**src/rtl/mem_arb_pkg.sv**
```systemverilog
// Shared types and default widths for the cache/RAM port arbiter.
package mem_arb_pkg;

  localparam int unsigned ADDR_W_DEF = 20;
  localparam int unsigned LINE_W_DEF = 128;

  typedef enum logic [1:0] {IDLE, WB, RD, RESP} state_t;
  typedef enum logic {REQ_I, REQ_D} req_id_t;

endpackage

```
**src/rtl/mem_access_timer.sv**
```systemverilog
// Phase timer: counts down LAT cycles from load, flags first and last cycle of a phase.
module mem_access_timer #(
  parameter int unsigned LAT = 4
) (
  input  logic clk,
  input  logic reset,
  input  logic load,
  output logic first,
  output logic last
);

  localparam int unsigned CNT_W = (LAT > 1) ? $clog2(LAT) : 1;

  logic [CNT_W-1:0] r_cnt;
  logic             r_first;

  always_ff @(posedge clk) begin
    if (reset) begin
      r_cnt   <= '0;
      r_first <= 1'b0;
    end else if (load) begin
      r_cnt   <= CNT_W'(LAT - 1);
      r_first <= 1'b1;
    end else begin
      r_first <= 1'b0;
      if (r_cnt != '0) r_cnt <= r_cnt - 1'b1;
    end
  end

  assign first = r_first;
  assign last  = (r_cnt == '0);

endmodule

```
**src/rtl/mem_req_arbiter.sv**
```systemverilog
// Serialises icache/dcache line fills (with optional dcache victim writeback) onto one RAM port.
module mem_req_arbiter
  import mem_arb_pkg::*;
#(
  parameter int unsigned ADDR_W     = ADDR_W_DEF,
  parameter int unsigned LINE_W     = LINE_W_DEF,
  parameter int unsigned LAT        = 4,
  parameter int unsigned STARVE_MAX = 4
) (
  input  logic              clk,
  input  logic              reset,
  input  logic              icache_req,
  input  logic [ADDR_W-1:0] icache_addr,
  input  logic              dcache_req,
  input  logic [ADDR_W-1:0] dcache_addr,
  input  logic              dcache_wb,
  input  logic [ADDR_W-1:0] dcache_wb_addr,
  input  logic [LINE_W-1:0] dcache_wb_data,
  input  logic [LINE_W-1:0] mem_rdata,
  output logic [ADDR_W-1:0] mem_addr,
  output logic              mem_rd,
  output logic              mem_wr,
  output logic [LINE_W-1:0] mem_wdata,
  output logic [LINE_W-1:0] data_to_cache,
  output logic              icache_ready,
  output logic              dcache_ready,
  output logic              dcache_wb_ack,
  output logic              busy
);

  localparam int unsigned SW = $clog2(STARVE_MAX + 1);

  state_t            r_state;
  state_t            w_next;
  req_id_t           r_gnt;
  req_id_t           w_gnt;
  logic              w_gnt_valid;
  logic              w_load;
  logic              w_first;
  logic              w_last;
  logic [SW-1:0]     r_starve;
  logic [ADDR_W-1:0] r_fill_addr;
  logic [ADDR_W-1:0] r_wb_addr;
  logic [LINE_W-1:0] r_wb_data;
  logic [LINE_W-1:0] r_data;

  mem_access_timer #(.LAT(LAT)) u_timer (
    .clk   (clk),
    .reset (reset),
    .load  (w_load),
    .first (w_first),
    .last  (w_last)
  );

  always_comb begin
    w_next      = r_state;
    w_gnt_valid = 1'b0;
    w_gnt       = REQ_D;
    case (r_state)
      IDLE: begin
        if (icache_req && dcache_req) begin
          w_gnt_valid = 1'b1;
          w_gnt       = (r_starve == SW'(STARVE_MAX)) ? REQ_I : REQ_D;
        end else if (dcache_req) begin
          w_gnt_valid = 1'b1;
          w_gnt       = REQ_D;
        end else if (icache_req) begin
          w_gnt_valid = 1'b1;
          w_gnt       = REQ_I;
        end
        if (w_gnt_valid) w_next = (w_gnt == REQ_D && dcache_wb) ? WB : RD;
      end
      WB:      if (w_last) w_next = RD;
      RD:      if (w_last) w_next = RESP;
      RESP:    w_next = IDLE;
      default: w_next = IDLE;
    endcase
    // Timer reloads whenever a WB or RD phase is entered, including WB->RD.
    w_load = ((w_next == WB) && (r_state != WB)) || ((w_next == RD) && (r_state != RD));
  end

  always_ff @(posedge clk) begin
    if (reset) begin
      r_state     <= IDLE;
      r_gnt       <= REQ_I;
      r_starve    <= '0;
      r_fill_addr <= '0;
      r_wb_addr   <= '0;
      r_wb_data   <= '0;
      r_data      <= '0;
    end else begin
      r_state <= w_next;
      if (w_gnt_valid) begin
        r_gnt       <= w_gnt;
        r_fill_addr <= (w_gnt == REQ_I) ? icache_addr : dcache_addr;
        r_wb_addr   <= dcache_wb_addr;
        r_wb_data   <= dcache_wb_data;
        if (w_gnt == REQ_I)
          r_starve <= '0;
        else if (icache_req && (r_starve != SW'(STARVE_MAX)))
          r_starve <= r_starve + 1'b1;
      end
      if ((r_state == RD) && w_last) r_data <= mem_rdata;
    end
  end

  assign mem_addr      = (r_state == WB) ? r_wb_addr :
                         (r_state == RD) ? r_fill_addr : '0;
  assign mem_wdata     = (r_state == WB) ? r_wb_data : '0;
  assign mem_rd        = (r_state == RD);
  assign mem_wr        = (r_state == WB) && w_first;
  assign dcache_wb_ack = (r_state == WB) && w_last;
  assign icache_ready  = (r_state == RESP) && (r_gnt == REQ_I);
  assign dcache_ready  = (r_state == RESP) && (r_gnt == REQ_D);
  assign busy          = (r_state != IDLE);
  assign data_to_cache = r_data;

endmodule
```
**config.mk**
```make
export PLATFORM = sky130hd
export DESIGN_NAME = mem_req_arbiter
export DESIGN_NICKNAME = d
export VERILOG_FILES = /design/src/rtl/mem_arb_pkg.sv /design/src/rtl/mem_access_timer.sv /design/src/rtl/mem_req_arbiter.sv
export SDC_FILE = /design/constraint.sdc
export NUM_CORES = 1
export LEC_CHECK = 0
export CAP_MARGIN = 40
export CORE_AREA = 2 2 236 238
export CTS_CLUSTER_DIAMETER = 100
export CTS_CLUSTER_SIZE = 16
export DETAILED_ROUTE_END_ITERATION = 16
export DIE_AREA = 0 0 238 240
export HOLD_SLACK_MARGIN = 0.12
export SETUP_SLACK_MARGIN = 0.15
export SYNTH_ARGS = -nofsm -noshare
export SYNTH_HDL_FRONTEND = slang
export SYNTH_SLANG_ARGS = --single-unit
```
**constraint.sdc**
```tcl
create_clock -name clk -period 1.54 [get_ports clk]
set_input_delay 0.231 -clock clk [delete_from_list [all_inputs] [get_ports clk]]
set_output_delay 0.231 -clock clk [all_outputs]
set_load 0.02 [all_outputs]
```
Word level (Yosys, flattened, before mapping)
Cells that the tools add are included.
- reductions and logical operators: 17
- mux-type cells: 25
- eq/ne operators: 10
- add/subtract/negate cells: 2
- bitwise gates (word level): 1
- operators by type and width (operator ; number):
    128-bit two-way mux ; 1
    20-bit two-way mux ; 3
    1-bit two-way mux ; 12
    2-bit two-way mux ; 6
    1-bit logical AND ; 10
    2-bit one-hot mux with 4 select lines ; 1
    2-bit == test, second input constant ; 3
    3-bit two-way mux ; 2
    2-bit nonzero test ; 3
    2-bit by 1-bit == test with 1-bit output, second input constant ; 2
    2-bit logical NOT ; 2
    2-bit by 1-bit != test with 1-bit output, second input constant ; 2
    3-bit by 1-bit adder with 3-bit output, second input constant ; 1
    3-bit == test, second input constant ; 1
    3-bit != test, second input constant ; 1
    2-bit != test, second input constant ; 1
    2-bit AND reduction ; 1
    2-bit by 1-bit subtractor with 2-bit output, second input constant ; 1
    1-bit logical OR ; 1
    1-bit NOT ; 1
- logic and storage cells: 64
- register bits after elaboration: 305

Logic depth before layout (Yosys ltp)
- word-level depth: 12
- mapped depth: 8
- mapped depth without buffers: 5

By module
A second synthesis with hierarchy kept.
- cells, all modules: 1574
- area total of the unflattened synthesis: 12508.2 um2
- by module, submodules not included (module ; area an instance (um2) ; times used ; cells each):
    mem_req_arbiter ; 12385.6 ; 1 ; 1562
    mem_access_timer ; 122.6 ; 1 ; 12

Worst setup path after synthesis
No wires, ideal clock.
- kind: reg-to-output
- start point: register r_state[1]
- end point: output mem_wdata[100]
- setup slack: 42 ps
- cell stages (with the launch flop): 7
- path buffers: 4
- arrival: 1267 ps
- data required time: 1309 ps
- cell sequence: dfxtp_1 buf_4 nor2b_1 buf_2 buf_2 buf_2 and2_1
- longest elaborated chain between the ends: 2
- RTL lines (what ; line ; text):
    from (decl) ; mem_req_arbiter.sv:33 ; state_t r_state;
    from (signal assigned) ; mem_req_arbiter.sv:92 ; r_state <= w_next;
    2-bit by 1-bit == test with 1-bit output ; mem_req_arbiter.sv:109 ; assign mem_wdata = (r_state == WB) ? r_wb_data : '0;
    128-bit two-way mux ; mem_req_arbiter.sv:109 ;
    to (decl) ; mem_req_arbiter.sv:23 ; output logic [LINE_W-1:0] mem_wdata,
Every way passes these cells.

Final worst setup path
- start point: register r_state[0]
- end point: output mem_addr[11]
- longest elaborated chain between the ends: 3
- elaborated cells on any way between the ends: 4
- those cells by class: 2 x eq/ne; 2 x mux
- RTL lines (what ; line ; text):
    2-bit == test ; mem_req_arbiter.sv:108 ; (r_state == RD) ? r_fill_addr : '0;
    20-bit two-way mux ; mem_req_arbiter.sv:108 ;
    20-bit two-way mux (*) ; mem_req_arbiter.sv:107 ; assign mem_addr = (r_state == WB) ? r_wb_addr :
    to (decl) ; mem_req_arbiter.sv:20 ; output logic [ADDR_W-1:0] mem_addr,
Mark *: on every way between the ends. The rest lies on a longest branch, timed or not.

==> results.toml <==
[placement]
port-buffer-count = 602
place_congestion = 0.857
dp.cells = 2853
preCtsSetupSlack_ns = -0.406
place_hpwl_mm = 39.1

[timing]
setup_tns_ns = -68.37
slew_headroom = 0.742
finalHoldViolCount = 0
layout_min_cycle_time_ns = 2.07
worstMarginPinSlew_ns = 0.385
rsz0062_at_grt = "true"
fin_crit_sh = 1.35
fin_ws_ns = -0.534
setup_viol = 236
fmax_ghz = 0.482
finClkSkew_ns = 0.0272
finalMaxSlewViolations = 0

[yosys]
synthTopCellsByCount = "dfxtp_1 (305), a21oi_1 (299), nand2_1 (258), nand3_1 (169), and2_1 (130)"
synth_xor_area_frac = 0.00211
synth_top_area_frac = 0.489
synth_edf_count = 0
synthesis.nets = 1900
synth-seq-area-share = 0.489
yosys.cell_types.count = 39
yosys.area_share.adder = 0.00301
synth_top_family_by_area = "simple AND/OR/NAND/NOR gates"
synth_area_um2 = 12500
synth_mux_area_frac = 0
ys_ff_latch = 305
ys.flop_type = "dfxtp_1"
syn_area_per_cell_um2 = 7.92
synth_most_common_cell = "dfxtp_1"
synth-simple-area-share = 0.222
async_reset_ff_frac = 0
yosysTopAreaCell = "dfxtp_1"
synth.area.top_cells = "dfxtp_1 (49%), a21oi_1 (12%), nand2_1 (7.8%)"
synth_compound_area_frac = 0.221
syn_inst = 1576
yosys_warnings = 0

[critical_path]
regToRegStartpoint = "r_state[1]"
critPathKind = "reg -> out"
rr_endpoint = "r_fill_addr[10]"
reg2regPathDepth = 7
cp.arrival_ns = 1.84
critPathRequiredTime_ns = 1.31
reg2reg_slack_ns = -0.09
cp_max_fo = 12
critPathLaunch = "r_state[0]"
setup.worst_path.start_class = "flop"
critPathCaptureType = "output pin"
setup.worst_path.end = "mem_addr[11]"

[cells_and_area]
n_fill_cell = 5457
areaGrowthSynthToFinish_pct = 75.7
drive_gt1_frac = 0.296
instances_no_fill = 2933
fin_nets = 2552

[global_routing]
grt_pass1_vias = 13400
grt_use_met3 = 0.0538
use_met1 = 0.202
use_met2 = 0.287
antenna_found_initial = 1
grt_busiest_layer = "met2"
globalRouteTotalUtil = 0.170
grt_pass1_wl_mm = 76.9
globalRouteOverflowTotal = 0
grt_max_degree = 39

[floorplan]
initial_utilization = 0.228
placementRows = 86
die_area_um2 = 57100
core_um2 = 54700
die_w_um = 238
io_pins = 603
die_h_um = 240

[min_path]
hold_class = "in -> reg"

[routing]
drc = 0
wl_mm = 56.0
drtIter0Drc = 687
vias = 14000
antenna_left = 0
firstDrtPassIters = 7
drt-wirelength-per-cell_um = 19.1
avgViaCountPerCell = 4.79

[run_status]
violations = "setup timing"
status = "finished, violations left"

[power_and_ir_drop]
ir_worst_vdd_mv = 0.798
leakage_uw = 0.00935
powerDensity_nw_per_um2 = 1190

[clocking]
cts_max_level = 1
cts_tree = "yes"
cts_buffer_depth = 3
cts_sinks = 305
clk_latency_ns = 0.55
numCtsBuffers = 23
cts_root_buffer = "clkbuf_16"
path_clk_slew_ns = 0.08

[job]
maxCapViolations = 0
[critical path: stages (launching register included)]
cell and delay [ns]:
dfxtp_2 0.34, buf_6 0.15, nor2b_4 0.24, clkbuf_16 0.21, buf_12 0.12, a22o_4 0.10
buf_4 0.13
[layout by cell type, fill, tap and decap left out, drive strengths merged, types with 2 or more instances in the layout]
cell           count
dlymetal6s2s      37
clkdlybuf4s50    319
nand2            258
nor2b              2
inv                7
nor2               7
a22o              20
xnor2              2
nand2b             3
clkbuf           137
o21ai            170
dfxtp            305
nand3            169
a21oi            299
and2             130
ha                 3
a311oi            20
clkdlybuf4s15     17
buf              303
nor3               3
[worst min path at each step]
| stage | from | endpoint | slack [ns] | cells past startpoint |
|---|---|---|---|---|
| global placement | data_to_cache[8] | data_to_cache[8] | 0.44 | 2 |
| finish | mem_rdata[105] | data_to_cache[105] | 0.22 | 3 |
| detailed placement | data_to_cache[6] | data_to_cache[6] | 0.44 | 2 |
| floorplan | mem_rdata[118] | data_to_cache[118] | 0.37 | 2 |
| CTS | mem_rdata[98] | data_to_cache[98] | 0.19 | 3 |
| global route | mem_rdata[124] | data_to_cache[124] | 0.21 | 3 |
[layout make-up]
| type | instances | area, µm² | share of cell area |
|---|---|---|---|
| inverters | 7 | 28.8 | 0.00131 |
| flip-flops and latches | 305 | 6110 | 0.279 |
| multi-input cells | 1101 | 6370 | 0.291 |
| clock inverters | 1 | 16.3 | 0.000742 |
| clock buffers | 24 | 589 | 0.0269 |
| diodes | 1 | 2.50 | 0.000114 |
| well taps | 704 | 881 | 0.0402 |
| repair buffers | 790 | 7930 | 0.361 |
[routing by layer]
| layer | wire length [µm] | vias up |
|---|---|---|
| met1 | 22300 | 6669 |
| met5 | 0 | - |
| met2 | 26800 | 575 |
| met3 | 4670 | 105 |
| li1 | - | 6693 |
| met4 | 2260 | 0 |
[repair_timing]
action | in CTS | in global routing
setup endpoints to repair | 583 | 587
pin swaps | 5 | 61
setup buffers | 2 | 24
hold buffers | 1 | 0
cloned | 0 | 27
resized for setup | 566 | 569
endpoints found under the hold margin | 18 | 0
[flip-flops by register name, indices dropped and copies added, names as in the netlist]
name / count
data_to_cache: 128
r_wb_data: 128
r_fill_addr: 20
r_wb_addr: 20
r_starve: 3
r_state: 2
u_timer.r_cnt: 2
r_gnt: 1
u_timer.first: 1
[power by group]
| group | internal (µW) | switching (µW) |
|---|---|---|
| clock network | 2710 | 2920 |
| logic | 5170 | 5520 |
| registers | 9040 | 718 |
[cells by family after synthesis]
logic type      count (synthesis)
simple gates                  579
compound gates                516
flops                         305
buf+inv                       170
xor+xnor                        3
fa+ha+maj                       3
[through the flow]
stage / total power [µW] / cell area, µm² / hold slack, ns / utilization
global placement: 18600 / 20500 / 0.441 / 0.374
CTS: 24400 / 21100 / 0.190 / 0.386
finish: 26100 / 21900 / 0.222 / 0.401
global route: 27400 / 21900 / 0.207 / 0.401
detailed placement: 18800 / 20500 / 0.443 / 0.374
floorplan: 14400 / 12900 / 0.367 / -
No activity file was read; power rests on OpenSTA's default activity.
